`src/rtl/frame_bank_mgr.sv`:
```
// frame_bank_mgr: N-bank frame buffer rotation between camera writer and DDR reader
module frame_bank_mgr #(
  parameter int BANK_NUM  = 4,
  parameter int BANK_W    = 2,
  parameter int REPEAT_EN = 1,
  parameter int CNT_W     = 16
) (
  input  logic              phy_clk,
  input  logic              sys_rst,
  input  logic              frame_wr_done,
  input  logic              frame_rd_done,
  output logic [BANK_W-1:0] wr_bank,
  output logic              wr_load,
  output logic [BANK_W-1:0] rd_bank,
  output logic              rd_load,
  output logic              rd_repeat,
  output logic [CNT_W-1:0]  drop_cnt,
  output logic [CNT_W-1:0]  repeat_cnt
);
  typedef enum logic {W_LOAD, W_BUSY} w_state_t;
  typedef enum logic [1:0] {R_IDLE, R_LOAD, R_BUSY, R_WAIT} r_state_t;
  localparam logic [BANK_W:0] NB = (BANK_W+1)'(BANK_NUM);
  if (BANK_NUM < 3 || BANK_NUM > 16) begin : g_bad_num
    $error("frame_bank_mgr: BANK_NUM must be within 3..16");
  end
  if (BANK_W != $clog2(BANK_NUM)) begin : g_bad_w
    $error("frame_bank_mgr: BANK_W must equal clog2(BANK_NUM)");
  end
  w_state_t          w_st, w_nxt;
  r_state_t          r_st, r_nxt;
  logic [BANK_W-1:0] latest_bank, rd_bank_nxt, next_wr;
  logic [BANK_W:0]   cand;
  logic              latest_valid, fresh, found, wr_take, rd_take;
  // next-state decode; the reader's upcoming bank is exposed so the writer never steps onto it
  always_comb begin
    wr_take     = w_st == W_BUSY && frame_wr_done;
    rd_take     = r_st == R_LOAD;
    wr_load     = w_st == W_LOAD && !sys_rst;
    rd_bank_nxt = rd_take ? latest_bank : rd_bank;
    w_nxt       = wr_take ? W_LOAD : W_BUSY;
    r_nxt = r_st == R_IDLE ? (latest_valid ? R_LOAD : R_IDLE)
          : r_st == R_LOAD ? R_BUSY
          : r_st == R_BUSY ? (!frame_rd_done ? R_BUSY : (fresh || REPEAT_EN != 0) ? R_LOAD : R_WAIT)
          : (fresh ? R_LOAD : R_WAIT);
  end
  // modulo-BANK_NUM forward scan for the first bank that is not the reader's next bank
  always_comb begin
    next_wr = wr_bank;
    found   = 1'b0;
    cand    = '0;
    for (int k = 1; k < BANK_NUM; k++) begin
      cand = {1'b0, wr_bank} + (BANK_W+1)'(k);
      cand = cand >= NB ? cand - NB : cand;
      if (!found && cand[BANK_W-1:0] != rd_bank_nxt) begin
        next_wr = cand[BANK_W-1:0];
        found   = 1'b1;
      end
    end
  end
  // writer state, bank rotation and overwrite accounting
  always_ff @(posedge phy_clk) begin
    if (sys_rst) begin
      w_st         <= W_LOAD;
      wr_bank      <= '0;
      latest_bank  <= '0;
      latest_valid <= 1'b0;
      drop_cnt     <= '0;
    end else begin
      w_st <= w_nxt;
      if (wr_take) begin
        wr_bank      <= next_wr;
        latest_bank  <= wr_bank;
        latest_valid <= 1'b1;
        if (fresh && drop_cnt != '1) drop_cnt <= drop_cnt + CNT_W'(1);
      end
    end
  end
  // a frame completing in the reader's load cycle keeps fresh set
  always_ff @(posedge phy_clk) begin
    fresh <= sys_rst ? 1'b0 : wr_take ? 1'b1 : rd_take ? 1'b0 : fresh;
  end
  // reader state, registered bank load and repeat accounting
  always_ff @(posedge phy_clk) begin
    if (sys_rst) begin
      r_st       <= R_IDLE;
      rd_bank    <= BANK_W'(BANK_NUM - 1);
      rd_load    <= 1'b0;
      rd_repeat  <= 1'b0;
      repeat_cnt <= '0;
    end else begin
      r_st    <= r_nxt;
      rd_load <= rd_take;
      if (rd_take) begin
        rd_bank   <= latest_bank;
        rd_repeat <= !fresh;
        if (!fresh && repeat_cnt != '1) repeat_cnt <= repeat_cnt + CNT_W'(1);
      end
    end
  end
  a_no_collide: assert property (@(posedge phy_clk) disable iff (sys_rst)
    r_st != R_IDLE |-> wr_bank != rd_bank);
endmodule
```
`config.mk`:
```
export PLATFORM = sky130hd
export DESIGN_NAME = frame_bank_mgr
export DESIGN_NICKNAME = d
export VERILOG_FILES = /design/src/rtl/frame_bank_mgr.sv
export SDC_FILE = /design/constraint.sdc
export NUM_CORES = 1
export LEC_CHECK = 0
export CAP_MARGIN = 20
export CORE_MARGIN = 2
export CORE_UTILIZATION = 54
export CTS_CLUSTER_DIAMETER = 40
export CTS_CLUSTER_SIZE = 30
export DETAILED_ROUTE_END_ITERATION = 8
export GPL_ROUTABILITY_DRIVEN = 0
export PLACE_DENSITY = 0.8
export RECOVER_POWER = 50
export SYNTH_ARGS = -nofsm -noshare
export SYNTH_HDL_FRONTEND = slang
export SYNTH_SLANG_ARGS = --single-unit
export TNS_END_PERCENT = 10
```
`constraint.sdc`:
```
create_clock -name phy_clk -period 2.9 [get_ports phy_clk]
set_clock_uncertainty 0.1 [all_clocks]
set_input_delay 0.435 -clock phy_clk [delete_from_list [all_inputs] [get_ports phy_clk]]
set_output_delay 0.435 -clock phy_clk [all_outputs]
set_load 0.05 [all_outputs]
```
* After elaboration in Yosys (flattened, before gate mapping)
Cells that the tools add are included. W data, S select, Z words.
Storage, ports and cells: flip-flop bits (word level) 45, output and inout port bits 39, word-level logic and storage cells 64
Operators by class: add/sub/neg operators 8, magnitude comparators 3, equal/unequal tests 7, multiplexer cells 18, bitwise gates (word level) 1, reductions and logical operators 16
Operator list (number):
- $add A16 B1 Y16 const B | 2
- $ne A16 B16 Y1 const B | 2
- $mux W2 | 12
- $ge A3 B3 Y1 const B | 3
- $add A2 B2 Y3 const B | 2
- $logic_and A1 B1 Y1 | 6
- $mux W1 | 6
- $ne A2 B2 Y1 | 3
- $reduce_and A2 Y1 | 3
- $sub A2 B1 Y2 const B | 3
- $logic_not A1 Y1 | 4
- $add A2 B1 Y3 const B | 1
- $reduce_bool A3 Y1 | 1
- $eq A2 B1 Y1 const B | 1
- $eq A2 B2 Y1 const B | 1
- $logic_not A2 Y1 | 1
- $reduce_bool A2 Y1 | 1
- $not A1 Y1 | 1

* Depth between registers and ports, before layout
word-level depth 12, gate-level depth with buffers 6

* Worst setup path after synthesis
Ideal clock, no wire load.
path kind reg-to-reg, start point register drop_cnt[0], end point register drop_cnt[2], arrival time 1946 ps, required time 2709 ps, setup slack 763 ps, stages on the path, launching flop included 6, cell sequence dfxtp_1 -> ha_1 -> nand3_1 -> nor4_2 -> nor2_1 -> a311oi_1
On the way: longest elaborated chain between the ends 3
Ends and longest elaborated chain:
- start: declaration | line 17 | output logic [CNT_W-1:0] drop_cnt,
- start signal: assignment | line 74 | if (fresh && drop_cnt != '1) drop_cnt <= drop_cnt + CNT_W'(1);
- branches (longest 3 deep; another with $add A16 B1 Y16)
Parallel ways; which one is timed is not known. A chain may end at the register's enable or synchronous reset.

* Worst setup path in the final report
start point register r_st[1], end point register repeat_cnt[13]
On the way: longest elaborated chain between the ends 2
Ends and longest elaborated chain:
- start: declaration | line 30 | r_state_t r_st, r_nxt;
- start signal: assignment | line 91 | r_st <= r_nxt;
- $eq A2 B1 Y1 | line 37 | rd_take = r_st == R_LOAD;
- $reduce_and A2 Y1 (no line)
- end signal: assignment | line 96 | if (!fresh && repeat_cnt != '1) repeat_cnt <= repeat_cnt + CNT_W'(1);
- end: declaration | line 18 | output logic [CNT_W-1:0] repeat_cnt
Every way passes these cells.

==> results.toml <==
[clock_tree]
tritoncts_num_sinks = 45
clk-insertion-delay-late_ns = 0.30
clk_root_buffer_cell = "sky130_fd_sc_hd__clkbuf_8"
cts_hold_buffers = 0
cts.htree.levels = 2
clkSlewWorstSetupHoldPaths_ns = 0.09
clock_tree.buffer_depth = 2
postCtsSetupBuffers = 0
cts-buffers-inserted = 5
cts_tree = "yes"
post_cts.resized_instances = 0

[global_routing]
grt_antenna_before_repair = 0
globalRouteOverflowTotal = 0
grt_usage = 0.224
grt_first_pass_wirelength_um = 7420
first_global_vias = 1662
largest_net_degree_at_the_start_of_global_routing = 46

[synth]
ys_top_cells_by_area = "sky130_fd_sc_hd__dfxtp_1 (44%), sky130_fd_sc_hd__xnor2_1 (9.0%), sky130_fd_sc_hd__nor2_1 (7.9%)"
largest_family_of_logic_cells_by_synthesized_area = "simple AND/OR/NAND/NOR gates"
ys_seq_area_frac = 0.440
synth_largest_area_cell = "sky130_fd_sc_hd__dfxtp_1"
post_synth_and_or_nand_nor_area_fraction = 0.320
synth_async_sr_flop_share = 0
synth.yosys.warnings = 0
synth_area_per_cell_um2 = 8.56
synthDistinctLibCells = 36
synth_compound_gate_area_share = 0.0764
synth_edf_count = 0
ys.flop_type = "sky130_fd_sc_hd__dfxtp_1"
synth.area.mux_share = 0.0208
synth-xor-area-share = 0.107
synth.cell_area_um2 = 2050
netlist_instances = 239
synth_top_area_frac = 0.440
synth_fp_nets = 245
post_synth_fa_ha_maj_area_fraction = 0.0122
ys_ff_latch = 45

[drt]
wire_per_inst_um = 13.1
drt.antenna.violating_nets = 0
finalWirelength_um = 4310
via_count = 1840
drt_drc_violations_left = 0
dr.first_iter.drc_count = 214
first_pass_iters = 4
detail_route.vias_per_cell = 5.59

[sta]
fmax_mhz = 457
hold_viol_final = 0
rsz_0062_raised_after_global_routing = "false"
slew_viol_final = 0
finalWorstPathRequiredPeriod_ns = 2.19
setup_tns_ns = 0
worst_slew_slack_as_a_fraction_of_its_limit = 0.421
max_slew.worst_pin.slew_ns = 0.869
post-route-period-util = 0.755
setup_viol = 0

[flow_run]
max-cap-violations = 0

[min_path]
worstHoldPathType = "flip-flop to flip-flop"
min_delay_path_depth = 2

[die]
die_width_um = 65.6
io_pins = 43
design.die.area_um2 = 4300
core.rowCount = 22
core_area_um2 = 3660
initial_core_util = 0.559
chipHeight_um = 65.6

[setup_path]
worst_path_arrival_time_ns = 2.25
data_required_time_at_the_worst_endpoint_ns = 2.96
startpoint_type = "flip-flop"
reg2reg_path_depth = 5
critPathCaptureType = "flip-flop"
worst-setup-path-type = "flip-flop to flip-flop"
worstPathMaxFanout = 11

[finish]
drive_gt1_frac = 0.0569
multi_input_logic_area_um2 = 1100
layout.nets = 286
most-common-layout-cells = "sky130_fd_sc_hd__dfxtp_1 (45), sky130_fd_sc_hd__nor2_1 (43), sky130_fd_sc_hd__clkdlybuf4s50_1 (26), sky130_fd_sc_hd__xnor2_1 (21), sky130_fd_sc_hd__nand2_1 (17)"
n_antenna_cell = 0
layout.cells.most_common = "sky130_fd_sc_hd__dfxtp_1"
num-fill-cells = 305
layout_overhead_on_the_synthesized_area_pct = 28.0
postLayoutCellArea_um2 = 2620
register_area_um2 = 901

[power]
pwr_density_cell_nw_per_um2 = 501
ir_worst_vdd_uv = 317
p_leak_nw = 0.883

[run_status]
run_status = "finished, final reports clean"

[place]
buffer_ports.inserted = 42
place_area_um2 = 2500
detailedPlacementHpwl_um = 2950
## cells in the mapped netlist (2+ instances only)
cell	instances
sky130_fd_sc_hd__a211oi_1	3
sky130_fd_sc_hd__nor3_1	15
sky130_fd_sc_hd__nor4_2	3
sky130_fd_sc_hd__o21ai_0	3
sky130_fd_sc_hd__a311oi_1	3
sky130_fd_sc_hd__nor2_1	43
sky130_fd_sc_hd__nand2_1	17
sky130_fd_sc_hd__dfxtp_1	45
sky130_fd_sc_hd__ha_1	2
sky130_fd_sc_hd__xnor2_1	21
sky130_fd_sc_hd__buf_2	2
sky130_fd_sc_hd__nand4_1	10
sky130_fd_sc_hd__nor4_1	5
sky130_fd_sc_hd__mux2i_1	2
sky130_fd_sc_hd__and4_1	4
sky130_fd_sc_hd__nand3_1	10
sky130_fd_sc_hd__or4_1	2
sky130_fd_sc_hd__clkbuf_1	6
sky130_fd_sc_hd__mux2_2	2
sky130_fd_sc_hd__and3_1	4
sky130_fd_sc_hd__a21oi_1	14
sky130_fd_sc_hd__inv_1	2
sky130_fd_sc_hd__nand2b_1	4
sky130_fd_sc_hd__xor2_1	4
sky130_fd_sc_hd__and2_1	2
## per-stage QoR
step | worst slack, ns | hold slack [ns] | instances | total power, mW | util
after floorplan | 0.763 | 0.334 | 239 | 0.738 | -
after global placement | 0.565 | 0.342 | 321 | 0.770 | 0.684
after detailed placement | 0.487 | 0.364 | 321 | 0.772 | 0.684
after CTS | 0.724 | 0.376 | 329 | 1.32 | 0.721
after global routing | 0.581 | 0.401 | 329 | 1.36 | 0.716
final | 0.711 | 0.371 | 329 | 1.31 | 0.716
## state kept, by name, indices dropped and copies added, names as in the netlist
signal / cells
latest_bank: 2
rd_load: 1
w_st: 1
fresh: 1
rd_repeat: 1
wr_bank: 2
r_st: 2
latest_valid: 1
rd_bank: 2
drop_cnt: 16
repeat_cnt: 16
## power by group
part	internal [mW]	total (mW)	switching, mW
combinational	0.0369	0.105	0.0681
sequential	0.631	0.646	0.0154
clock	0.342	0.561	0.219
## final cells by class
cell class              count  share of cell area
inverters                   2             0.00287
clock buffers               5              0.0263
flip-flops and latches     45               0.344
well taps                  48              0.0229
multi-input cells         183               0.419
clock inverters             3              0.0248
repair buffers             43               0.160
## cells by family (layout without fill, tap and decap cells)
group | Yosys count | count (layout)
and+or+nand+nor | 126 | 126
AOI/OAI and AO/OA | 26 | 26
adders and majority gates | 2 | 2
DFF | 45 | 45
xor gates and xnor gates | 25 | 25
buffers and inverters | 11 | 53
muxes | 4 | 4
## final timing paths
path / startpoint / end / slack [ns]
setup / recovery: r_st[1]$_SDFF_PP0_ / repeat_cnt[13]$_SDFFE_PP0P_ / 0.71
hold / removal: latest_bank[0]$_SDFFE_PP0P_ / latest_bank[0]$_SDFFE_PP0P_ / 0.37
setup reg to reg: r_st[1]$_SDFF_PP0_ / repeat_cnt[13]$_SDFFE_PP0P_ / 0.71
hold reg to reg: latest_bank[0]$_SDFFE_PP0P_ / latest_bank[0]$_SDFFE_PP0P_ / 0.37
## layer usage
layer	part of all wire	track usage
met1	0.47	0.282
met2	0.47	0.351
met3	0.045	0.0582
met4	0.023	0.117
met5	0	0
## critical path, stage by stage, from the launching register on
cell	delay [ns]
sky130_fd_sc_hd__dfxtp_1	0.34
sky130_fd_sc_hd__nand2b_1	0.35
sky130_fd_sc_hd__or4_1	0.71
sky130_fd_sc_hd__nor4_2	0.33
sky130_fd_sc_hd__xnor2_1	0.15
sky130_fd_sc_hd__nor2_1	0.06
Note: power is estimated with default switching activity, not from simulation.
